**config.mk**
```make
export PLATFORM = sky130hd
export DESIGN_NAME = register_file
export DESIGN_NICKNAME = d
export VERILOG_FILES = /design/src/rtl/register_file.sv
export SDC_FILE = /design/constraint.sdc
export NUM_CORES = 2
export LEC_CHECK = 0
export BUFFER_PORTS_ARGS = -buffer_cell sky130_fd_sc_hd__buf_2
export CAP_MARGIN = 20
export CORE_UTILIZATION = 50
export DETAILED_ROUTE_END_ITERATION = 10
export PLACE_DENSITY = 0.62
export SLEW_MARGIN = 20
export SYNTH_ARGS = -nofsm -noshare
export SYNTH_HDL_FRONTEND = slang
export SYNTH_SLANG_ARGS = --single-unit
```
**constraint.sdc**
```tcl
create_clock -name clk -period 4.3 [get_ports clk]
set_input_delay 0.43 -clock clk [delete_from_list [all_inputs] [get_ports clk]]
set_output_delay 0.43 -clock clk [all_outputs]
set_load 0.01 [all_outputs]
```
**src/rtl/register_file.sv**
```systemverilog
// RV32I integer register file: 32 x 32-bit registers, x0 hardwired to zero.
// Two combinational read ports and one synchronous write port. Reset clears
// every register asynchronously.
module register_file #(
  parameter int unsigned DATA_WIDTH = 32,
  parameter int unsigned ADDR_WIDTH = 5
) (
  input  logic                  clk,
  input  logic                  rst,
  input  logic                  en,
  input  logic [ADDR_WIDTH-1:0] readS1,
  input  logic [ADDR_WIDTH-1:0] readS2,
  input  logic [ADDR_WIDTH-1:0] readRd,
  input  logic [DATA_WIDTH-1:0] data_in,
  output logic [DATA_WIDTH-1:0] rs1,
  output logic [DATA_WIDTH-1:0] rs2
);

  localparam int unsigned NumRegs = 2 ** ADDR_WIDTH;

  logic [DATA_WIDTH-1:0] regs_q [NumRegs];
  logic [DATA_WIDTH-1:0] regs_d [NumRegs];

  // Next-state: only the addressed register changes; x0 writes are dropped.
  always_comb begin
    for (int i = 0; i < NumRegs; i++) begin
      regs_d[i] = regs_q[i];
    end
    if (en && (readRd != '0)) begin
      regs_d[readRd] = data_in;
    end
  end

  // Register array with asynchronous clear; reset wins over a coincident write.
  always_ff @(posedge clk or negedge rst) begin
    if (!rst) begin
      for (int i = 0; i < NumRegs; i++) begin
        regs_q[i] <= '0;
      end
    end else begin
      for (int i = 0; i < NumRegs; i++) begin
        regs_q[i] <= regs_d[i];
      end
    end
  end

  // Read ports: no write-to-read forwarding; x0 forced to zero.
  always_comb begin
    rs1 = (readS1 == '0) ? '0 : regs_q[readS1];
    rs2 = (readS2 == '0) ? '0 : regs_q[readS2];
  end

endmodule

```
==> metrics.yaml <==
run_status:
  status: "completed"
place:
  gp_congestion: 0.861
  portBuffers: 113
  hpwl_microns: 109000
sta:
  fin_tns_setup_ns: 0
  max_freq_mhz: 269
  relSlewSlack_pct: 21.8
  finalCritPeriodShare_pct: 86.5
  drv_slew: 0
  hold_viol: 0
  tightest_slew_ns: 1.17
  setup_viol: 0
  final.setup_skew_ns: 0
  layout_min_cycle_time_ns: 3.72
  rsz0062_at_grt: "no"
grt:
  grt_pass1_wl_microns: 259000
  track_usage_pct: 32.9
  antenna_found_initial: 16
  grt_overflow: 0
  grt_max_degree: 102
  grt_pass1_vias: 36800
critical_path:
  arrival_ns: 3.29
  cp.required_ns: 3.87
  cp_num_buf_inv: 3
  path_class: "input port to primary output"
  reg2reg_from: "regs_q[610]"
  path_cells: "buf_4, or3b_2, buf_4, o221ai_1, a211oi_1, nor3_1, buf_2"
  r2r_slack_ns: 3.45
  slowest_stage: "or3b_2"
  path_delay_family: "simple AND/OR/NAND/NOR gates"
  crit_path_max_incr_delay_ns: 0.88
  cp_max_fo: 22
  reg2reg_depth: 1
  path_common_cell: "buf_4"
  worst_r2r_endpoint: "regs_q[610]"
  cp-end-kind: "primary output"
  start_kind: "input port"
clocking:
  h-tree-depth: 3
  cts_root_buf: "clkbuf_16"
  clk_pin_slew_ns: 0.06
  cts.sinks: 1024
  cts_tree: "yes"
  cts_resized: 0
  numCtsBuffers: 113
  clk_latency_ns: 0.69
  cts_buffer_depth: 3
yosys:
  netlist_instances: 3514
  syn_area_sq_um: 54000
  ys.flop_type: "dfrtp_1"
  async_flop_share_pct: 100
  synth_edf_count: 0
  ys_seq_area_share_pct: 47.4
  syn-num-nets: 3564
  netlist_top_cells_area: "dfrtp_1 47%, mux2_2 21%, mux4_2 20%"
  yosysTopAreaCell: "dfrtp_1"
  synth_top_area_share_pct: 47.4
  yosys_warnings: 0
  ys_types: 41
  syn_area_per_cell_sq_um: 15.4
  ys_ff_latch: 1024
floorplanning:
  start_util_pct: 50.5
  die_y_microns: 331
  die_area_sq_um: 109000
  core_sq_um: 107000
  die_width_microns: 331
  ioPinCount: 114
  rows: 120
drt:
  drc_errors: 0
  wl_per_cell_microns: 35.5
  drtIter0Drc: 3593
  firstDrtPassIters: 5
  drt-total-wl_microns: 177000
  ant_nets: 0
  routed_via_density: 7.02
  vias: 35000
finish:
  drive_above_1_share_pct: 55.5
  final_cell_mix: "1,024 x dfrtp_1, 1,020 x mux2_2, 469 x mux4_2, 158 x mux2i_1, 119 x buf_4"
  final-seq-area_sq_um: 25600
  nets: 3532
  final_common_cell: "dfrtp_1"
  area_delta_synth_final_pct: 11.5
  largestRegisters: "regs_q x1024"
  multi_input_area_sq_um: 26700
  largest_reg_flops: 1024
  regMostFlops: "regs_q"
  nFillCells: 8349
power:
  peakVddDrop_mv: 0.324
  leakagePower_uw: 0.0261
  power_uw: 28600
  p_per_area_nw_per_um2: 475
run:
  drv_cap: 0
worst_hold_path:
  holdPathEnd: "regs_q[393]"
  min_path_cells: 2
  hp-class: "input port to flop"
  worstHoldStart: "data_in[9]"
-- per-stage QoR --
step / setup WS, ns / util (%) / hold WS, ns / instances / cell area (sq um)
after detailed placement: 0.636 / 52.7 / 0.383 / 4769 / 56400
after CTS: 0.637 / 56.2 / 0.321 / 4976 / 60200
after global routing: 0.590 / 56.2 / 0.368 / 4978 / 60200
final: 0.581 / 56.2 / 0.359 / 4983 / 60200
after floorplan: 1.76 / - / 0.134 / 3514 / 54000
after global placement: 0.608 / 52.7 / 0.377 / 4769 / 56400
-- routing by layer --
metal | up-vias | track usage, % | part of all wire [%]
met2 | 1815 | 50.7 | 47
li1 | 13600 | - | -
met3 | 467 | 7.52 | 9.0
met4 | 14 | 13.0 | 4.2
met5 | - | 0 | 0.053
met1 | 19000 | 45.4 | 40
-- cells by family (layout without fill, tap and decap cells) --
kind of cell | Yosys count | count (layout) | share of synthesized area (%)
DFF | 1024 | 1024 | 47.4
buffers and inverters | 420 | 479 | 3.56
other | 0 | 7 | 0
AOI/OAI and AO/OA | 263 | 263 | 3.67
and+or+nand+nor | 156 | 156 | 1.51
muxes | 1651 | 1651 | 43.8
-- where the power goes --
| group | total, uW | internal (uW) | switching (uW) |
|---|---|---|---|
| sequential | 12900 | 11500 | 1440 |
| combinational | 5750 | 3440 | 2310 |
| clock | 9910 | 5920 | 4000 |
| total | 28600 | 20800 | 7750 |
-- area by class of cell --
type	count	area share [%]
Multi-Input combinational cell	2070	44.3
Clock buffer	170	5.60
Timing Repair Buffer	272	3.87
Sequential cell	1024	42.6
Tap cell	1403	2.92
Clock inverter	36	0.702
Inverter	1	0.00623
Antenna cell	7	0.0291
-- repair_timing --
item                      in CTS  in global routing
setup buffers                  0                  0
hold buffers                   1                  0
hold endpoints to repair      75                  0
-- Yosys cell counts, types with 3 or more instances --
| library cell | count |
|---|---|
| mux2_1 | 4 |
| a22o_1 | 52 |
| dfrtp_1 | 1024 |
| o221ai_1 | 26 |
| nand2b_1 | 8 |
| nand3_1 | 6 |
| buf_2 | 95 |
| mux4_2 | 469 |
| mux2_2 | 1020 |
| buf_6 | 13 |
| buf_4 | 34 |
| nor4_1 | 5 |
| clkbuf_1 | 215 |
| nand2_1 | 23 |
| nor3_1 | 57 |
| a21oi_1 | 11 |
| nor2_1 | 18 |
| a32o_1 | 4 |
| and2_1 | 4 |
| a22oi_1 | 18 |
| buf_1 | 62 |
| a2111oi_0 | 26 |
| nor2b_1 | 19 |
| a211oi_1 | 38 |
| mux2i_1 | 158 |
| and3_1 | 4 |
| nand3b_1 | 3 |
| o22ai_1 | 81 |
-- how the worst max path moves through the flow --
| stage | startpoint | endpoint | depth (start not counted) |
|---|---|---|---|
| after floorplan | readS2[0] | rs2[10] | 6 |
| after global placement | readS2[1] | rs2[12] | 8 |
| after detailed placement | readS2[1] | rs2[21] | 7 |
| after CTS | readS2[1] | rs2[21] | 7 |
| after global routing | readS2[1] | rs2[21] | 7 |
| final | readS2[1] | rs2[21] | 7 |
No activity file was read; power rests on OpenSTA's default activity.
